===== config.mk =====
export PLATFORM = sky130hd
export DESIGN_NAME = disp_share_arb_flat
export DESIGN_NICKNAME = d
export VERILOG_FILES = /design/src/rtl/disp_pkg.sv /design/src/rtl/disp_share_arb_if.sv /design/src/rtl/rr_pick3.sv /design/src/rtl/disp_share_arb.sv /design/src/flat_wrapper.sv
export SDC_FILE = /design/constraint.sdc
export NUM_CORES = 1
export LEC_CHECK = 0
export CELL_PAD_IN_SITES_DETAIL_PLACEMENT = 0
export CELL_PAD_IN_SITES_GLOBAL_PLACEMENT = 1
export CORE_ASPECT_RATIO = 0.7
export CORE_MARGIN = 4
export CORE_UTILIZATION = 33
export DETAILED_ROUTE_END_ITERATION = 12
export PLACE_DENSITY_LB_ADDON = 0.05
export SETUP_SLACK_MARGIN = 0.1
export SLEW_MARGIN = 40
export SYNTH_ARGS = -nofsm -noshare
export SYNTH_HDL_FRONTEND = slang
export SYNTH_SLANG_ARGS = --single-unit

===== constraint.sdc =====
create_clock -name clk -period 2.9 [get_ports clk]
set_input_delay 0.87 -clock clk [delete_from_list [all_inputs] [get_ports clk]]
set_output_delay 0.87 -clock clk [all_outputs]
set_load 0.02 [all_outputs]

===== src/rtl/disp_pkg.sv =====
// Shared constants, state type and helpers for the shared seven-segment display arbiter.
package disp_pkg;

    localparam int N_REQ   = 3;
    localparam int DATA_W  = 20;
    localparam int POINT_W = 6;
    localparam int DWELL_W = 26;

    // 100 ms and 1 s hold times at a 50 MHz clock
    localparam int DEF_DWELL_SHORT = 5_000_000;
    localparam int DEF_DWELL_LONG  = 50_000_000;

    typedef enum logic {
        IDLE = 1'b0,
        OWN  = 1'b1
    } arb_state_t;

    // Converts a one-hot requester vector into its index; zero maps to requester 0
    function automatic logic [1:0] onehot_to_idx(input logic [N_REQ-1:0] onehot);
        logic [1:0] idx;
        case (onehot)
            3'b010:  idx = 2'd1;
            3'b100:  idx = 2'd2;
            default: idx = 2'd0;
        endcase
        return idx;
    endfunction

endpackage


===== src/rtl/disp_share_arb_if.sv =====
// Request/grant/display bundle between the display requesters and the arbiter.
interface disp_share_arb_if;
    import disp_pkg::*;

    logic                             dwell_sel;
    logic [N_REQ-1:0]                 req;
    logic [N_REQ-1:0][DATA_W-1:0]     req_data;
    logic [N_REQ-1:0][POINT_W-1:0]    req_point;
    logic [N_REQ-1:0]                 req_sign;

    logic [N_REQ-1:0]                 grant;
    logic                             gnt_chg;
    logic [DATA_W-1:0]                data;
    logic [POINT_W-1:0]               point;
    logic                             en;
    logic                             sign;

    // Requester side: drives requests and their display values, observes the grant
    modport master (
        output dwell_sel, req, req_data, req_point, req_sign,
        input  grant, gnt_chg, data, point, en, sign
    );

    // Arbiter side
    modport slave (
        input  dwell_sel, req, req_data, req_point, req_sign,
        output grant, gnt_chg, data, point, en, sign
    );

endinterface


===== src/rtl/rr_pick3.sv =====
// Round-robin search over three requesters, starting just after the last owner.
module rr_pick3
    import disp_pkg::*;
(
    input  logic [N_REQ-1:0] req,
    input  logic [1:0]       last_owner,
    output logic [N_REQ-1:0] pick,
    output logic             valid
);

    // Search order rotates so the last owner is considered last
    always_comb begin
        pick  = '0;
        valid = |req;
        case (last_owner)
            2'd0: begin
                if      (req[1]) pick = 3'b010;
                else if (req[2]) pick = 3'b100;
                else if (req[0]) pick = 3'b001;
            end
            2'd1: begin
                if      (req[2]) pick = 3'b100;
                else if (req[0]) pick = 3'b001;
                else if (req[1]) pick = 3'b010;
            end
            default: begin
                if      (req[0]) pick = 3'b001;
                else if (req[1]) pick = 3'b010;
                else if (req[2]) pick = 3'b100;
            end
        endcase
    end

endmodule


===== src/rtl/disp_share_arb.sv =====
// Time-shares one seven-segment display between three requesters with a round-robin
// dwell-based arbiter and a one-cycle registered display bundle.
module disp_share_arb
    import disp_pkg::*;
#(
    parameter int DWELL_SHORT = DEF_DWELL_SHORT,
    parameter int DWELL_LONG  = DEF_DWELL_LONG
) (
    input  logic              clk,
    input  logic              rst_n,
    disp_share_arb_if.slave   bus
);

    localparam logic [DWELL_W-1:0] SHORT_MAX = DWELL_W'(DWELL_SHORT - 1);
    localparam logic [DWELL_W-1:0] LONG_MAX  = DWELL_W'(DWELL_LONG - 1);

    arb_state_t            state_q, state_d;
    logic [N_REQ-1:0]      grant_q, grant_d;
    logic [DWELL_W-1:0]    cnt_q, cnt_d;
    logic [1:0]            last_q, last_d;
    logic                  gnt_chg_q;
    logic [DATA_W-1:0]     data_q;
    logic [POINT_W-1:0]    point_q;
    logic                  en_q;
    logic                  sign_q;

    logic [N_REQ-1:0]      pick;
    logic                  pick_valid;
    logic                  owner_req;
    logic                  expired;
    logic [1:0]            owner_idx;

    rr_pick3 u_pick (
        .req        (bus.req),
        .last_owner (last_q),
        .pick       (pick),
        .valid      (pick_valid)
    );

    assign owner_req = |(bus.req & grant_q);
    assign expired   = cnt_q >= (bus.dwell_sel ? LONG_MAX : SHORT_MAX);
    assign owner_idx = onehot_to_idx(grant_q);

    // Next owner, dwell count and last-owner pointer
    always_comb begin
        state_d = state_q;
        grant_d = grant_q;
        cnt_d   = cnt_q;
        last_d  = last_q;
        case (state_q)
            IDLE: begin
                cnt_d = '0;
                if (pick_valid) begin
                    state_d = OWN;
                    grant_d = pick;
                    last_d  = onehot_to_idx(pick);
                end
            end
            OWN: begin
                if (!owner_req) begin
                    cnt_d = '0;
                    if (pick_valid) begin
                        grant_d = pick;
                        last_d  = onehot_to_idx(pick);
                    end else begin
                        state_d = IDLE;
                        grant_d = '0;
                    end
                end else if (expired) begin
                    // The owner is searched last, so pick equals the owner only when nobody else waits
                    cnt_d = '0;
                    if (pick != grant_q) begin
                        grant_d = pick;
                        last_d  = onehot_to_idx(pick);
                    end
                end else if (cnt_q < LONG_MAX) begin
                    cnt_d = cnt_q + DWELL_W'(1);
                end
            end
            default: begin
                state_d = IDLE;
                grant_d = '0;
                cnt_d   = '0;
            end
        endcase
    end

    // Arbitration state register with registered grant-change pulse
    always_ff @(posedge clk or negedge rst_n) begin
        if (!rst_n) begin
            state_q   <= IDLE;
            grant_q   <= '0;
            cnt_q     <= '0;
            last_q    <= 2'd2;
            gnt_chg_q <= 1'b0;
        end else begin
            state_q   <= state_d;
            grant_q   <= grant_d;
            cnt_q     <= cnt_d;
            last_q    <= last_d;
            gnt_chg_q <= (grant_d != grant_q);
        end
    end

    // Display bundle follows the current owner's inputs one cycle later, blanked when idle
    always_ff @(posedge clk or negedge rst_n) begin
        if (!rst_n) begin
            data_q  <= '0;
            point_q <= '0;
            en_q    <= 1'b0;
            sign_q  <= 1'b0;
        end else if (grant_q != '0) begin
            data_q  <= bus.req_data[owner_idx];
            point_q <= bus.req_point[owner_idx];
            en_q    <= 1'b1;
            sign_q  <= bus.req_sign[owner_idx];
        end else begin
            data_q  <= '0;
            point_q <= '0;
            en_q    <= 1'b0;
            sign_q  <= 1'b0;
        end
    end

    assign bus.grant   = grant_q;
    assign bus.gnt_chg = gnt_chg_q;
    assign bus.data    = data_q;
    assign bus.point   = point_q;
    assign bus.en      = en_q;
    assign bus.sign    = sign_q;

endmodule


===== src/flat_wrapper.sv =====
// flat-port wrapper written by rule: the top's interface ports become plain ports
module disp_share_arb_flat import disp_pkg::*;
#(
    parameter int DWELL_SHORT = DEF_DWELL_SHORT,
    parameter int DWELL_LONG  = DEF_DWELL_LONG
)
  (clk, rst_n, bus_dwell_sel, bus_req, bus_req_data, bus_req_point, bus_req_sign, bus_grant, bus_gnt_chg, bus_data, bus_point, bus_en, bus_sign);
  disp_share_arb_if bus_i ();
  input  logic clk;
  input  logic rst_n;
  input wire logic [$bits(bus_i.dwell_sel)-1:0] bus_dwell_sel;
  input wire logic [$bits(bus_i.req)-1:0] bus_req;
  input wire logic [$bits(bus_i.req_data)-1:0] bus_req_data;
  input wire logic [$bits(bus_i.req_point)-1:0] bus_req_point;
  input wire logic [$bits(bus_i.req_sign)-1:0] bus_req_sign;
  output wire logic [$bits(bus_i.grant)-1:0] bus_grant;
  output wire logic [$bits(bus_i.gnt_chg)-1:0] bus_gnt_chg;
  output wire logic [$bits(bus_i.data)-1:0] bus_data;
  output wire logic [$bits(bus_i.point)-1:0] bus_point;
  output wire logic [$bits(bus_i.en)-1:0] bus_en;
  output wire logic [$bits(bus_i.sign)-1:0] bus_sign;
  assign bus_i.dwell_sel = bus_dwell_sel;
  assign bus_i.req = bus_req;
  assign bus_i.req_data = bus_req_data;
  assign bus_i.req_point = bus_req_point;
  assign bus_i.req_sign = bus_req_sign;
  assign bus_grant = bus_i.grant;
  assign bus_gnt_chg = bus_i.gnt_chg;
  assign bus_data = bus_i.data;
  assign bus_point = bus_i.point;
  assign bus_en = bus_i.en;
  assign bus_sign = bus_i.sign;
  disp_share_arb #(.DWELL_SHORT(DWELL_SHORT), .DWELL_LONG(DWELL_LONG)) u_core (.clk(clk), .rst_n(rst_n), .bus(bus_i));
endmodule

=== Word-level counts from Yosys, hierarchy flattened ===
Index checks and enable logic that the tools add are counted.

* Add/sub/neg operators: 1
* Magnitude comparators: 3
* Equal/unequal tests: 10
* Muxes and demuxes: 41
* Bitwise gates (word level): 2
* Reduce and logical (&&, ||, !) cells: 5

{| class="wikitable"
|+ Operators by type and width
! cell !! number
|-
| $mux 26 || 4
|-
| $pmux 26 s2 || 1
|-
| $bmux 20 s2 || 1
|-
| $mux 20 || 2
|-
| $mux 3 || 11
|-
| $add 26x1->26 const B || 1
|-
| $ge 26x26->1 || 1
|-
| $lt 26x26->1 const B || 1
|-
| $bmux 6 s2 || 1
|-
| $mux 2 || 6
|-
| $mux 6 || 2
|-
| $pmux 2 s2 || 3
|-
| $pmux 3 s2 || 2
|-
| $eq 3x2->1 const B || 2
|-
| $eq 3x3->1 const B || 2
|-
| $mux 1 || 6
|-
| $ne 3x3->1 || 2
|-
| $ne 3x3->1 const B || 2
|-
| $reduce_or 3->1 || 2
|-
| $ne 4x4->1 const B || 1
|-
| $and 3x3->3 || 1
|-
| $lt 2x3->1 const B || 1
|-
| $reduce_bool 3->1 || 1
|-
| $bmux 1 s2 || 1
|-
| 5 further kinds || 5
|}

* Register bits: 61
* Word-level logic and storage cells: 71

=== Depth between registers and ports, before layout ===
Gate-level depths: netlist of run 1.

* Depth in word-level cells: 10
* Depth in mapped cells: 9

=== Cells and area by module ===
Synthesis of run 1 repeated with hierarchy kept, for this count alone.

* Cells, all modules: 378
* Area total of the unflattened synthesis: 3692.3 µm²

{| class="wikitable"
|+ By module, submodules not included
! module !! instances !! cells an instance !! area each (µm²) !! sequential area each (µm²)
|-
| disp_share_arb || 1 || 370 || 3634.7 || 1527.7
|-
| rr_pick3 || 1 || 8 || 57.6 || 0.0
|}

=== Worst setup path before layout of run 1 ===
OpenSTA, ideal clock, no wires.

* Path kind: input to register
* From: input port bus_dwell_sel
* To: register u_core.cnt_q[0]
* Setup time: 0.132 ns
* Arrival time: 2.629 ns
* Required time: 2.768 ns
* Path slack: 0.139 ns
* Stages: 9
* Cells stage by stage: inv_1 ha_1 nand4b_1 nor3_1 o311a_1 a211o_1 clkbuf_1 clkbuf_1 nor2_1

* Cells in the longest elaborated chain, start to end: 5
* Elaborated cells between the ends (all ways): 6

{| class="wikitable"
|+ RTL lines
! element !! line !! source
|-
| start, declared || flat_wrapper.sv:11 || <nowiki>input wire logic [$bits(bus_i.dwell_sel)-1:0] bus_dwell_sel;</nowiki>
|-
| $mux 26 (*) || disp_share_arb.sv:41 || <nowiki>assign expired = cnt_q >= (bus.dwell_sel ? LONG_MAX : SHORT_MAX);</nowiki>
|-
| $ge 26x26->1 (*) || disp_share_arb.sv:41 ||
|-
| $mux 26 || disp_share_arb.sv:69 || <nowiki>end else if (expired) begin</nowiki>
|-
| $mux 26 || disp_share_arb.sv:60 || <nowiki>if (!owner_req) begin</nowiki>
|-
| $pmux 26 s2 || disp_share_arb.sv:50 || <nowiki>case (state_q)</nowiki>
|-
| end signal, assigned || disp_share_arb.sv:99 || <nowiki>cnt_q <= cnt_d;</nowiki>
|-
| end, declared || disp_share_arb.sv:19 || <nowiki>logic [DWELL_W-1:0] cnt_q, cnt_d;</nowiki>
|}

Every way passes the cells marked *; elsewhere a longest branch is shown, timed or not.
A chain may end at the register's enable or synchronous reset.

=== Worst setup path after layout of run 1 ===
* From: register u_core.cnt_q[10]
* To: register u_core.cnt_q[3]

* Cells in the longest elaborated chain, start to end: 4
* Elaborated cells between the ends (all ways): 6

{| class="wikitable"
|+ RTL lines
! element !! line
|-
| $ge 26x26->1 || disp_share_arb.sv:41
|-
| $mux 26 || disp_share_arb.sv:69
|-
| $mux 26 || disp_share_arb.sv:60
|-
| $pmux 26 s2 || disp_share_arb.sv:50
|}

Several ways; a longest one is shown, not always the timed one.

==> results of run 1 <==
-- layout make-up --
cell class	count	share of cell area
Clock inverter	5	0.00542
Inverter	13	0.00960
Clock buffer	11	0.0458
Sequential cell	61	0.301
Timing Repair Buffer	145	0.273
Multi-Input combinational cell	270	0.334
Tap cell	128	0.0315
-- metrics by stage --
step | instances | utilization | cell area, um^2 | hold WS [ps]
floorplan | 364 | - | 3320 | 483
global placement | 616 | 0.489 | 4770 | 517
detailed placement | 616 | 0.489 | 4770 | 517
CTS | 632 | 0.518 | 5050 | 424
global route | 633 | 0.521 | 5080 | 432
finish | 633 | 0.521 | 5080 | 425
-- cell families after synthesis --
group,Yosys count
buffers and inverters,33
DFF,61
AOI/OAI and AO/OA,129
xor gates and xnor gates,3
adders and majority gates,14
muxes,3
and+or+nand+nor,121
-- synth_stat cells (2+ instances only) --
cell and count:
a222oi_1 2, and3_1 4, nand4_1 4, o31ai_1 4, a21oi_1 27, ha_1 14, a21o_1 4, o311a_1 2
or4_1 5, xnor2_1 2, and4_1 2, nor2_1 14, o21a_1 2, o21ai_0 48, dfrtp_1 60, inv_1 13
o2bb2ai_1 3, mux2i_1 3, a22oi_1 27, nand4b_1 4, nor3_1 7, or3_1 19, nand3_1 9, and2_1 4
a211o_1 2, nor2b_1 6, clkbuf_1 16, nand2_1 40, buf_2 2
-- worst register-to-register path, cell delays in order (launching register included) --
cell	delay, ps
dfrtp_1	410
or4_1	510
o311a_1	340
o31a_2	490
buf_4	230
or3_1	340
a21oi_1	150
-- routing by layer --
layer / share of wire / vias up
met1: 0.46 / 1562
met3: 0.076 / 9
li1: - / 1624
met4: 0.010 / 0
met5: 0 / -
met2: 0.46 / 91
-- state kept, by name (all words and copies together) (netlist names) --
name	cells
u_core.cnt_q	26
u_core.bus.grant	3
u_core.bus.point	6
u_core.bus.gnt_chg	1
u_core.last_q	2
u_core.bus.en	1
u_core.bus.data	20
u_core.state_q	1
u_core.bus.sign	1
-- final timing paths --
kind                             startpoint             endpoint
max reg2reg                u_core.cnt_q[10]      u_core.cnt_q[3]
min reg2reg                u_core.last_q[1]     u_core.last_q[1]
max                        u_core.cnt_q[10]      u_core.cnt_q[3]
min                                   rst_n     u_core.cnt_q[13]
min in group clk           u_core.last_q[1]     u_core.last_q[1]
max in group asynchronous             rst_n  u_core.bus.data[15]
-- repair_timing --
item / CTS / global route
gates resized for setup: 7 / 3
endpoints found under the setup margin: 31 / 31
hold buffers: 0 / 0
setup buffers: 0 / 1
pin swaps: 1 / 4
-- power by group --
| part | switching [mW] | internal [mW] |
|---|---|---|
| sequential | 0.111 | 1.08 |
| clock | 0.362 | 0.571 |
| combinational | 0.906 | 0.751 |
-- placed cells by master, fill, tap and decap left out, drive strengths merged, types with 3 or more instances in the layout --
master         count
o2bb2ai            3
clkdlybuf4s50    116
o21ai             48
nand4b             4
inv               13
nor2              14
clkbuf            11
nand3              9
nand2             40
mux2i              3
buf               28
or4                5
clkinv             4
a21o               4
nor2b              6
dfrtp             60
ha                14
a21oi             27
nor3               7
or3               19
a22oi             27
o31ai              4
nand4              4
and2               4
and3               4
==> metrics, run 1 <==
busiest layer in global routing met2; largest net degree at the start of global routing 30; initial antenna violation count 0; Post-Synth XOR/XNOR Area 0.00792; TritonCTS buffer count 9; H-tree depth 3; storage element area 1530 um^2; CTS tree done; average instance area after synthesis 9.12 um^2; measured slew at the worst slew-check pin 603 ps; DRC Markers 0; Mapped Nets 465; GRT met1 Usage 0.251; DP Worst Slack -396 ps; fin crit share 0.878; final hold violation count 0; routed vias/inst 5.19; Mapped Cells 364; adder-cell share of the synthesized area 0.0528; DR WL/cell 16.0 um; Core Region 9760 um^2; top_reg_cell synth dfrtp_1; gr ovfl total 0; library cells used by synthesis 44; Post-synth EDFFs 0; Slew Limit Fails 0; die width 128 um; area share of the largest cell type after synthesis 0.452; crit-path max FO 26; status completed; die area 11700 um^2; mux share of post-synthesis cell area 0.00905; biggest area consumer among synthesized cells dfrtp_1; first-pass GRT wire length 16.9 mm; Startpoint Class register; Critical Path Stages 6; critical path type reg2reg; share of cells above drive strength 1 0.107; Setup TNS 0 ps; met3 Use GR 0.0623; register area share after synthesis 0.460; Final min period 2550 ps; Cell Area, Synth 3320 um^2; Chip Height 91.9 um; Final Skew 4.25 ps; Ports 119; Hold Path Class in2async; largest family of logic cells by synthesized area compound AO/OA/AOI/OAI gates; Cell Pwr Density 744 nW/um^2; VDD IR max 0.321 mV; setup violators final 0; Layout Area Growth over Synthesis 53.1%; async set-reset flop share out of synthesis 1.00; area occupied by multi-input gates 1700 um^2; final WL 10.1 mm; Vias 3286; Nets 601; Peak Freq 0.393 GHz; Worst Setup End Kind register; clk buf depth 2; # diodes 0; clock root buffer master clkbuf_16; Compound-Gate Fraction of Synth Area 0.242; worst setup margin 353 ps; first-pass detailed-route iteration total 6; required time worst endpoint 3150 ps; Fill cells 930; worst skew pair latency 330 ps; R2R setup slack 350 ps; Worst Path Arrival 2800 ps; Post-DRT Antenna Nets 0; final total power 3.78 mW; largest delay contributor family on the critical path compound AO/OA/AOI/OAI gates; M2 GR Usage 0.271; top cells by area, synth dfrtp_1 45%, o21ai_0 7.2%, a22oi_1 6.1%, ha_1 5.3%, nand2_1 4.5%; RSZ-0062 raised after global routing false; CP max-delay cell or4_1; Routability Congestion 0.822; Post-DP HPWL 7.77 mm; Clock transition at path regs 50 ps; synth warn 0; number of cells on the worst reg-to-reg path 6; row cnt 30; CP Cell Sequence or4_1 > o311a_1 > o31a_2 > buf_4 > or3_1 > a21oi_1; global-route usage over all layers 0.180; Max-slew headroom 0.598; 1st-iter DRT viols 211; crit path buf inv count 1; slowest stage delay, CP 510 ps; vias in the first global route 3345; initial core utilization 0.340; port bufs 118; Post-Synth Simple-Gate Area 0.188; synthesized flop and latch total 61; maxcap violations 0; CTS sink cnt 61; P_leak 2.06 nW
Note: power is estimated with default switching activity, not from simulation.
==> run 2, diff against run 1 <==
--- a/config.mk
+++ b/config.mk
@@ -5,14 +5,16 @@
 export SDC_FILE = /design/constraint.sdc
 export NUM_CORES = 1
 export LEC_CHECK = 0
+export ABC_AREA = 1
 export CELL_PAD_IN_SITES_DETAIL_PLACEMENT = 0
 export CELL_PAD_IN_SITES_GLOBAL_PLACEMENT = 1
 export CORE_ASPECT_RATIO = 0.7
 export CORE_MARGIN = 4
-export CORE_UTILIZATION = 33
+export CORE_UTILIZATION = 34
 export DETAILED_ROUTE_END_ITERATION = 12
 export PLACE_DENSITY_LB_ADDON = 0.05
 export SETUP_SLACK_MARGIN = 0.1
+export SKIP_LAST_GASP = 1
 export SLEW_MARGIN = 40
 export SYNTH_ARGS = -nofsm -noshare
 export SYNTH_HDL_FRONTEND = slang
==> run 2 against run 1 <==
Net effect:
- sequential share of layout area down 3.0 points
- setup slack got worse by 84 ps
- utilization decreased by 1.5 points
- maximum frequency fell by 3.2%
- clock skew increased by 5.4 ps
- non-clock buffer count fell by 9
- critical path type is now in2reg
- largest power group unchanged
==> metrics, run 2 <==
die width 137 um; Post-synth EDFFs 0; Hold Path Class reg2reg; Layout Area Growth over Synthesis 42.7%; async set-reset flop share out of synthesis 1.00; global-route usage over all layers 0.194; register area share after synthesis 0.386; final WL 12.7 mm; Post-Synth XOR/XNOR Area 0.0177; Final min period 2630 ps; commonest cells after routing, fill and taps aside 155 x nand2_1, 116 x clkdlybuf4s50_1, 60 x dfrtp_1; status completed; hold_buf cts 0; top cells by count, synth 155 x nand2_1, 60 x dfrtp_1, 51 x nor2_1; largest family of logic cells by synthesized area simple AND/OR/NAND/NOR gates; post-CTS setup buffer count 0; Max-slew headroom 0.625; Non-Filler Instances 822; Worst Path Arrival 2860 ps; Post-DP HPWL 9.59 mm; 1st-iter DRT viols 309; Sw Pwr 1.76 mW; Post-DRT Antenna Nets 0; Setup TNS 0 ps; average instance area after synthesis 7.38 um^2; crit-path max FO 11; die area 13500 um^2; RSZ-0062 raised after global routing false; Core Util, Final 0.505; Clk pwr share 0.224; row cnt 32; Vias 4148; required time worst endpoint 3130 ps; Largest Register u_core.cnt_q; CTS tree done; adder-cell share of the synthesized area 0.0443; first-pass GRT wire length 20.9 mm; first-pass detailed-route iteration total 5; library cells used by synthesis 41; internal power 2.61 mW; final hold violation count 0; Largest register FFs 26; share of cells above drive strength 1 0.124; final total power 4.37 mW; area share of the largest cell type after synthesis 0.380; TritonCTS buffer count 9; top cells by area, synth dfrtp_1 38%, nand2_1 15%, nor2_1 4.8%, ha_1 4.4%, a21oi_1 4.3%; initial core utilization 0.354; Routability Congestion 0.846; largest net degree at the start of global routing 40; DRC Markers 0; critical path type in2reg; Mapped Nets 637; H-tree depth 3; DR WL/cell 15.5 um; Worst Setup End Kind register; P_leak 2.47 nW; clock root buffer master clkbuf_16; Comb power frac 0.501; Startpoint Class primary input; initial antenna violation count 0; Peak Freq 0.380 GHz; Post-Synth Simple-Gate Area 0.338; clk buf depth 2; worst skew pair latency 330 ps; Slew Limit Fails 0; Cell Pwr Density 774 nW/um^2; Compound-Gate Fraction of Synth Area 0.136; Sequential Power Share 0.275; # placed instances 806; Chip Height 98.3 um; Ports 119; Core Region 11200 um^2; maxcap violations 0; synth warn 0; synthesized flop and latch total 61; commonest non-fill, non-tap cell in the layout nand2_1; setup violators final 0; # diodes 0; CTS sink cnt 61; vias in the first global route 4067; top_reg_cell synth dfrtp_1; Clock transition at path regs 50 ps; Net Sw Frac 0.403; measured slew at the worst slew-check pin 562 ps; Mapped Cells 536; fin crit share 0.907; routed vias/inst 5.05; mux share of post-synthesis cell area 0; VDD IR max 0.490 mV; port bufs 118; Final Skew 9.64 ps; biggest area consumer among synthesized cells dfrtp_1; count leader, synth nand2_1; Nets 766; Cell Area, Synth 3960 um^2; gr ovfl total 0
==> run 2: final cells by class <==
cell class / instances / area, um^2
clock buffers: 10 / 239
repair buffers: 136 / 1330
well taps: 153 / 191
flip-flops and latches: 61 / 1530
fillers: 1076 / 5520
clock inverters: 5 / 27.5
repair inverters: 1 / 7.51
inverters: 50 / 196
multi-input cells: 406 / 2130
==> run 2: final timing paths <==
path,start,endpoint,slack [ps],depth (start not counted)
max,bus_dwell_sel,u_core.cnt_q[7],270,12
min,u_core.last_q[0],u_core.last_q[0],500,2
max reg2reg,u_core.cnt_q[0],u_core.cnt_q[7],510,10
min reg2reg,u_core.last_q[0],u_core.last_q[0],500,2
max in group asynchronous,rst_n,u_core.cnt_q[13],1750,2
min in group asynchronous,rst_n,u_core.cnt_q[19],530,1
==> run 2: routing by layer <==
metal / up-vias / global-route usage / share of wire
met5: - / 0 / 0
met3: 14 / 0.0659 / 0.090
met1: 1953 / 0.276 / 0.46
li1: 2040 / - / -
met4: 0 / 0.0345 / 0.0091
met2: 141 / 0.288 / 0.44
==> run 2: logic make-up (layout without fill, tap and decap cells) <==
kind of cell    Yosys count  count (layout)
flops                    61              61
compound gates           90              90
fa+ha+maj                14              14
xor+xnor                  8               8
simple gates            294             294
buf+inv                  69             202
==> run 2: worst max-delay path, stage by stage <==
cell and delay [ps]:
clkbuf_2 180, clkinvlp_4 210, ha_1 350, a21oi_1 150, nand2_1 110, a21oi_4 140, and2_4 170, nand3_4 110
inv_6 110, nand2_8 90, buf_4 170, o21ai_0 200
==> run 2: repair_timing <==
item,in CTS,in global routing
setup endpoints to repair,12,25
gates cloned,1,0
resized for setup,3,2
==> run 2: stage by stage <==
stage          worst slack [ps]  hold WS [ps]  cell area, um^2
2_1_floorplan               333           454             3960
3_3_place_gp               -240           475             5370
3_5_place_dp               -369           479             5370
4_1_cts                     104           491             5650
5_1_grt                     108           512             5650
6_report                    269           495             5650
==> run 2: power by group through the flow <==
stage                     clock network [mW]  logic, mW  registers (mW)
after floorplan                            0      0.977            1.46
after global placement                     0       2.20            1.21
after detailed placement                   0       2.21            1.22
after CTS                              0.999       2.22            1.21
after global routing                    1.04       2.42            1.23
final                                  0.978       2.19            1.20
